## config.mk

```make
export PLATFORM = sky130hd
export DESIGN_NAME = mix_columns_iter
export DESIGN_NICKNAME = d
export VERILOG_FILES = /design/src/rtl/mix_columns_iter.sv
export SDC_FILE = /design/constraint.sdc
export NUM_CORES = 1
export LEC_CHECK = 0
export BUFFER_PORTS_ARGS = -buffer_cell sky130_fd_sc_hd__buf_4
export CORE_MARGIN = 4
export CORE_UTILIZATION = 50
export DETAILED_ROUTE_END_ITERATION = 6
export HOLD_SLACK_MARGIN = 0.05
export PLACE_DENSITY_LB_ADDON = 0.12
export SETUP_SLACK_MARGIN = 0.5
export SYNTH_ARGS = -nofsm -noshare
export SYNTH_HDL_FRONTEND = slang
export SYNTH_SLANG_ARGS = --single-unit
export TNS_END_PERCENT = 20
```

## constraint.sdc

```tcl
create_clock -name clk -period 7.4 [get_ports clk]
set_input_delay 1.48 -clock clk [delete_from_list [all_inputs] [get_ports clk]]
set_output_delay 1.48 -clock clk [all_outputs]
set_load 0.01 [all_outputs]
```

## src/rtl/mix_columns_iter.sv

```systemverilog
// rtl/mix_columns_iter.sv - iterative AES MixColumns stage, one 32-bit column per clock
// Define MIX_COLUMNS_INV_EN to add the inv port and InvMixColumns support.
module mix_columns_iter #(
   parameter int DATA_W = 128
) (
   input  logic              clk,
   input  logic              reset,
   input  logic              valid_in,
   output logic              in_ready,
   input  logic              last_round,
`ifdef MIX_COLUMNS_INV_EN
   input  logic              inv,
`endif
   input  logic [DATA_W-1:0] data_in,
   output logic              valid_out,
   input  logic              out_ready,
   output logic [DATA_W-1:0] data_out
);

   typedef enum logic [1:0] {
      IDLE = 2'd0,
      CALC = 2'd1,
      DONE = 2'd2
   } state_t;

   state_t            state;
   logic [1:0]        col_cnt;
   logic [DATA_W-1:0] blk;
   logic [31:0]       col_sel;
   logic [31:0]       col_res;
`ifdef MIX_COLUMNS_INV_EN
   logic              inv_reg;
`endif

   function automatic logic [7:0] xt(input logic [7:0] a);
      return {a[6:0], 1'b0} ^ (a[7] ? 8'h1b : 8'h00);
   endfunction

   function automatic logic [31:0] fwd_mix(input logic [31:0] c);
      logic [7:0] a0, a1, a2, a3;
      a0 = c[31:24];
      a1 = c[23:16];
      a2 = c[15:8];
      a3 = c[7:0];
      return {xt(a0) ^ xt(a1) ^ a1 ^ a2 ^ a3,
              a0 ^ xt(a1) ^ xt(a2) ^ a2 ^ a3,
              a0 ^ a1 ^ xt(a2) ^ xt(a3) ^ a3,
              xt(a0) ^ a0 ^ a1 ^ a2 ^ xt(a3)};
   endfunction

`ifdef MIX_COLUMNS_INV_EN
   // Multiples 9, b, d, e built from a shared x2/x4/x8 chain per byte.
   function automatic logic [31:0] inv_mix(input logic [31:0] c);
      logic [7:0] a [4];
      logic [7:0] m9 [4];
      logic [7:0] mb [4];
      logic [7:0] md [4];
      logic [7:0] me [4];
      logic [7:0] x2, x4, x8;
      for (int i = 0; i < 4; i++) begin
         a[i]  = c[31-8*i -: 8];
         x2    = xt(a[i]);
         x4    = xt(x2);
         x8    = xt(x4);
         m9[i] = x8 ^ a[i];
         mb[i] = x8 ^ x2 ^ a[i];
         md[i] = x8 ^ x4 ^ a[i];
         me[i] = x8 ^ x4 ^ x2;
      end
      return {me[0] ^ mb[1] ^ md[2] ^ m9[3],
              m9[0] ^ me[1] ^ mb[2] ^ md[3],
              md[0] ^ m9[1] ^ me[2] ^ mb[3],
              mb[0] ^ md[1] ^ m9[2] ^ me[3]};
   endfunction
`endif

   assign in_ready = (state == IDLE);

   always_comb begin
      col_sel = blk[127:96];
      case (col_cnt)
         2'd0:    col_sel = blk[127:96];
         2'd1:    col_sel = blk[95:64];
         2'd2:    col_sel = blk[63:32];
         default: col_sel = blk[31:0];
      endcase
   end

`ifdef MIX_COLUMNS_INV_EN
   assign col_res = inv_reg ? inv_mix(col_sel) : fwd_mix(col_sel);
`else
   assign col_res = fwd_mix(col_sel);
`endif

   // Bypass enters DONE with valid_out low; it rises on the following clock.
   always_ff @(posedge clk or negedge reset) begin
      if (!reset) begin
         state     <= IDLE;
         col_cnt   <= 2'd0;
         valid_out <= 1'b0;
         data_out  <= '0;
         blk       <= '0;
`ifdef MIX_COLUMNS_INV_EN
         inv_reg   <= 1'b0;
`endif
      end else begin
         case (state)
            IDLE: begin
               if (valid_in) begin
                  blk     <= data_in;
                  col_cnt <= 2'd0;
`ifdef MIX_COLUMNS_INV_EN
                  inv_reg <= inv;
`endif
                  if (last_round) begin
                     data_out <= data_in;
                     state    <= DONE;
                  end else begin
                     state    <= CALC;
                  end
               end
            end
            CALC: begin
               case (col_cnt)
                  2'd0:    data_out[127:96] <= col_res;
                  2'd1:    data_out[95:64]  <= col_res;
                  2'd2:    data_out[63:32]  <= col_res;
                  default: data_out[31:0]   <= col_res;
               endcase
               col_cnt <= col_cnt + 2'd1;
               if (col_cnt == 2'd3) begin
                  state     <= DONE;
                  valid_out <= 1'b1;
               end
            end
            DONE: begin
               if (valid_out && out_ready) begin
                  state     <= IDLE;
                  valid_out <= 1'b0;
               end else begin
                  valid_out <= 1'b1;
               end
            end
            default: begin
               state     <= IDLE;
               valid_out <= 1'b0;
            end
         endcase
      end
   end

endmodule

```

Yosys cells after proc, flatten, opt, wreduce, memory -nomap -nowiden
Cells that the tools add are included.

Reduce and logical (&&, ||, !) cells: 13. Eq/ne operators: 13. Add/subtract/negate cells: 1. Bitwise operators: 21. Mux-type cells: 22.

Operator list (number): two-way mux 128 bit (2); one-hot mux 128 bit (2 select lines) (1); two-way mux 32 bit (4); bitwise XOR 8 bit (16); one-hot mux 32 bit (3 select lines) (1); bitwise XOR 8 x 5 -> 8 bit (4); two-way mux 5 bit (4); AND reduction 4 bit (4); two-way mux 2 bit (5); inequality test 2 x 1 -> 1 bit (second input constant) (4); inequality test 2 bit (second input constant) (4); equality test 2 bit (second input constant) (3); one-hot mux 2 bit (3 select lines) (1); AND reduction 2 bit (3); equality test 2 x 1 -> 1 bit (second input constant) (2); logical NOT 2 bit (2); one-hot mux 2 bit (2 select lines) (1); one-hot mux 1 bit (3 select lines) (1); AND reduction 3 bit (1); OR reduction 3 bit (1); adder 2 x 1 -> 2 bit (second input constant) (1); two-way mux 1 bit (2); nonzero test 2 bit (1); logical AND 1 bit (1); inverter 1 bit (1).

Register bits after elaboration: 261. Output and inout bits: 130. Input bits: 133. Word-level logic and storage cells: 78.

Logic depth before layout (Yosys ltp)
Word-level depth: 10. Mapped depth: 12.

Worst setup path after synthesis
No wires, ideal clock.

Path kind: input-to-reg. From: input port valid_in. To: register data_out[12]. Cell stages on the path: 8. Setup slack: 4426 ps. Required time: 7333 ps. Path buffers: 2. Arrival: 2907 ps. Cell sequence: nand2_1 -> a21oi_1 -> nor2b_1 -> clkbuf_1 -> clkbuf_1 -> nor2_1 -> o32a_1 -> nand2_1.

Cells in the longest elaborated chain, start to end: 2.

Ends and longest elaborated chain: from (decl) (line 8) `input logic valid_in,`; inequality test 2 bit (no source line); AND reduction 4 bit (no source line); to (signal assigned) (line 116) `data_out <= data_in;`; to (signal assigned) (line 128) `default: data_out[31:0] <= col_res;`; to (decl) (line 17) `output logic [DATA_W-1:0] data_out`.

No other way between the ends. A chain may end at the register's enable or synchronous reset.

Worst setup path after layout
From: register state[1]. To: register data_out[57].

Cells in the longest elaborated chain, start to end: 3.

Ends and longest elaborated chain: from (decl) (line 26) `state_t state;`; from (signal assigned) (line 98) `state <= IDLE;`; from (signal assigned) (line 117) `state <= DONE;`; from (signal assigned) (line 119) `state <= CALC;`; equality test 2 x 1 -> 1 bit / logical NOT 2 bit (equally long branches) (line 107) `case (state)`; inequality test 2 x 1 -> 1 bit (no source line), or another cell as far along; AND reduction 4 bit (no source line); to (signal assigned) (line 116); to (signal assigned) (line 127) `2'd2: data_out[63:32] <= col_res;`.

Several ways; a longest one is shown, not always the timed one.

==> impl_metrics.ini <==
[cts]
ctsResizeCount = 0
clk_pin_slew_ns = 0.06
postCtsSetupBuffers = 0
cts_sinks = 261
cts-buffers-inserted = 29
clockRootBuffer = clkbuf_16
cts_tree = done
htree_levels = 1
clk-insertion-delay-late_ns = 0.56
cts.path.max_buffers = 3
holdBufCountCts = 0

[drt]
drc = 0
avgRoutedWirePerCell_um = 23.4
ant_nets = 0
via_count = 12514
drt-total-wl_um = 47700
drtPass1Iterations = 6
vias_per_cell = 6.14
first_iter_violations = 1421

[timing]
timing.final.crit_period_ns = 4.25
fin_crit_sh = 0.574
hold_violations = 0
worst_slew_pin_slew_ns = 1.25
slew_violations = 0
fin_hold_ws_ns = 0.489
max_freq_ghz = 0.235
finalSetupViolations = 0
skew_ns = 0.0213
setup-tns-final_ns = 0
relSlewSlack = 0.161
rsz0062_at_grt = no

[synthesis]
synth_edf_count = 0
ys_seq_elements = 261
synth_flop_cell = dfrtp_1
synth_nets = 1563
avgSynthCellArea_um2 = 10.1
synth_cell_types = 53
synth_seq_area_share = 0.453
synthCells = 1423
syn_area_um2 = 14400
async_flop_share = 1.00
yosys_warnings = 0

[floorplanning]
die-area_um2 = 31600
die_w_um = 178
die_h_um = 178
io_pins = 263
num_rows = 61
core-area_um2 = 28100
start_util = 0.513

[placed_design]
io_buffer_count = 262
hpwl_um = 33600
gp_congestion = 0.900

[min_path]
hold_path.class = flip-flop to flip-flop

[layout]
final_nets = 1776
drive_gt1_frac = 0.307
area_growth_pct = 22.8
diodes = 0

[worst_setup_path]
startpoint_type = flip-flop
crit_fanout = 106
path_class = flip-flop to flip-flop
crit_required_ns = 7.87
cp-end-kind = flip-flop
arrival_ns = 4.72

[run_status]
status = completed

[global_routing]
grt.total_usage = 0.295
grt_pass1_vias = 12081
grt_max_degree = 170
grt_pass1_wl_um = 72500
grt_antenna_before_repair = 0
grt.overflow.total = 0

[run]
drv_cap = 0
## state kept, by name, summed over array words and instances (netlist names)
| name | count |
|---|---|
| blk | 128 |
| col_cnt | 2 |
| data_out | 128 |
| state | 2 |
| valid_out | 1 |
## layout by cell type, fill, tap and decap left out, drive strengths merged, types with 2 or more instances in the layout
cell type and n:
inv 8, o21a 6, buf 283, nor2 79, nand3 21, nor3 7
xnor2 77, or2 4, nand2 156, or4 8, o21ai 195, a21oi 67
a222oi 32, xnor3 6, nand3b 3, and2 10, o211ai 32, ha 7
mux2 132, xor2 38, bufinv 2, nand2b 48, and3b 2, mux2i 22
nor3b 15, clkbuf 44, o2111ai 40, o32a 32, nor2b 9, clkinv 6
dfrtp 261
## worst max-delay path, cell delays in order, from the launching register on
cell and delay [ns]:
dfrtp_1 0.40, inv_1 0.12, ha_4 0.13, buf_4 0.76, nor2_1 0.11, a21oi_1 0.88
o21a_1 0.69, buf_4 0.45, o21ai_0 0.10, or4_1 0.40, nand3_1 0.09
## area by class of cell
| cell class | instances | area, µm² |
|---|---|---|
| fillers | 2387 | 10400 |
| multi-input cells | 1055 | 7500 |
| flip-flops and latches | 261 | 6530 |
| repair buffers | 283 | 2140 |
| clock buffers | 44 | 912 |
| well taps | 378 | 473 |
| clock inverters | 10 | 111 |
| inverters | 6 | 22.5 |
## final timing paths
path	startpoint	end	slack (ns)	depth (start not counted)
hold reg to reg	data_out[86]	data_out[86]	0.49	2
max in group asynchronous	reset	data_out[108]	5.06	2
setup reg to reg	state[1]	data_out[57]	3.15	10
hold / removal	data_out[86]	data_out[86]	0.49	2
setup / recovery	state[1]	data_out[57]	3.15	10
min in group asynchronous	reset	data_out[93]	0.91	1
## cells by family (layout without fill, tap and decap cells)
group	count (synthesis)	count (layout)	synth area share
AOI/OAI and AO/OA	411	411	0.186
and+or+nand+nor	362	362	0.121
DFF	261	261	0.453
muxes	154	154	0.120
xor gates and xnor gates	121	121	0.0821
buffers and inverters	107	343	0.0313
adders and majority gates	7	7	0.00608
## metrics by stage
| stage | worst slack (ns) | instance area (µm²) | utilization | instances |
|---|---|---|---|---|
| detailed placement | 3.08 | 16700 | 0.594 | 1983 |
| CTS | 3.11 | 17700 | 0.630 | 2037 |
| global placement | 3.11 | 16700 | 0.594 | 1983 |
| floorplan | 4.43 | 14400 | - | 1423 |
| finish | 3.15 | 17700 | 0.630 | 2037 |
| global route | 2.90 | 17700 | 0.630 | 2037 |
## metal layers
| metal | track usage | share of wire | routed length (µm) |
|---|---|---|---|
| met1 | 0.443 | 0.45 | 21200 |
| met2 | 0.444 | 0.44 | 21100 |
| met3 | 0.0407 | 0.081 | 3850 |
| met4 | 0.0912 | 0.032 | 1510 |
| met5 | 0 | 0 | 0 |
## synthesized netlist by cell type, drive strengths merged (2+ instances only)
cell       n  area [µm²]
nand3     21         105
or2        4        25.0
o2111ai   40         350
mux2     132        1490
inv        6        22.5
nand2b    48         300
and2      10        62.6
nor3       7        50.1
nor2b      9        56.3
nor3b     15         158
nor2      79         302
ha         7        87.6
xnor2     77         701
mux2i     22         245
buf       13        98.8
o21a       6        53.8
and3b      2        17.5
clkbuf    88         330
a21oi     67         339
o211ai    32         240
xnor3      6         135
o32a      32         320
nand3b     3        22.5
dfrtp    261        6530
nand2    156         586
xor2      38         348
or4        8        60.1
o21ai    195         991
a222oi    32         320
Power is left out: the tool's default activity adds up to more than one toggle a clock period on the data nets, which glitch-free logic cannot reach.
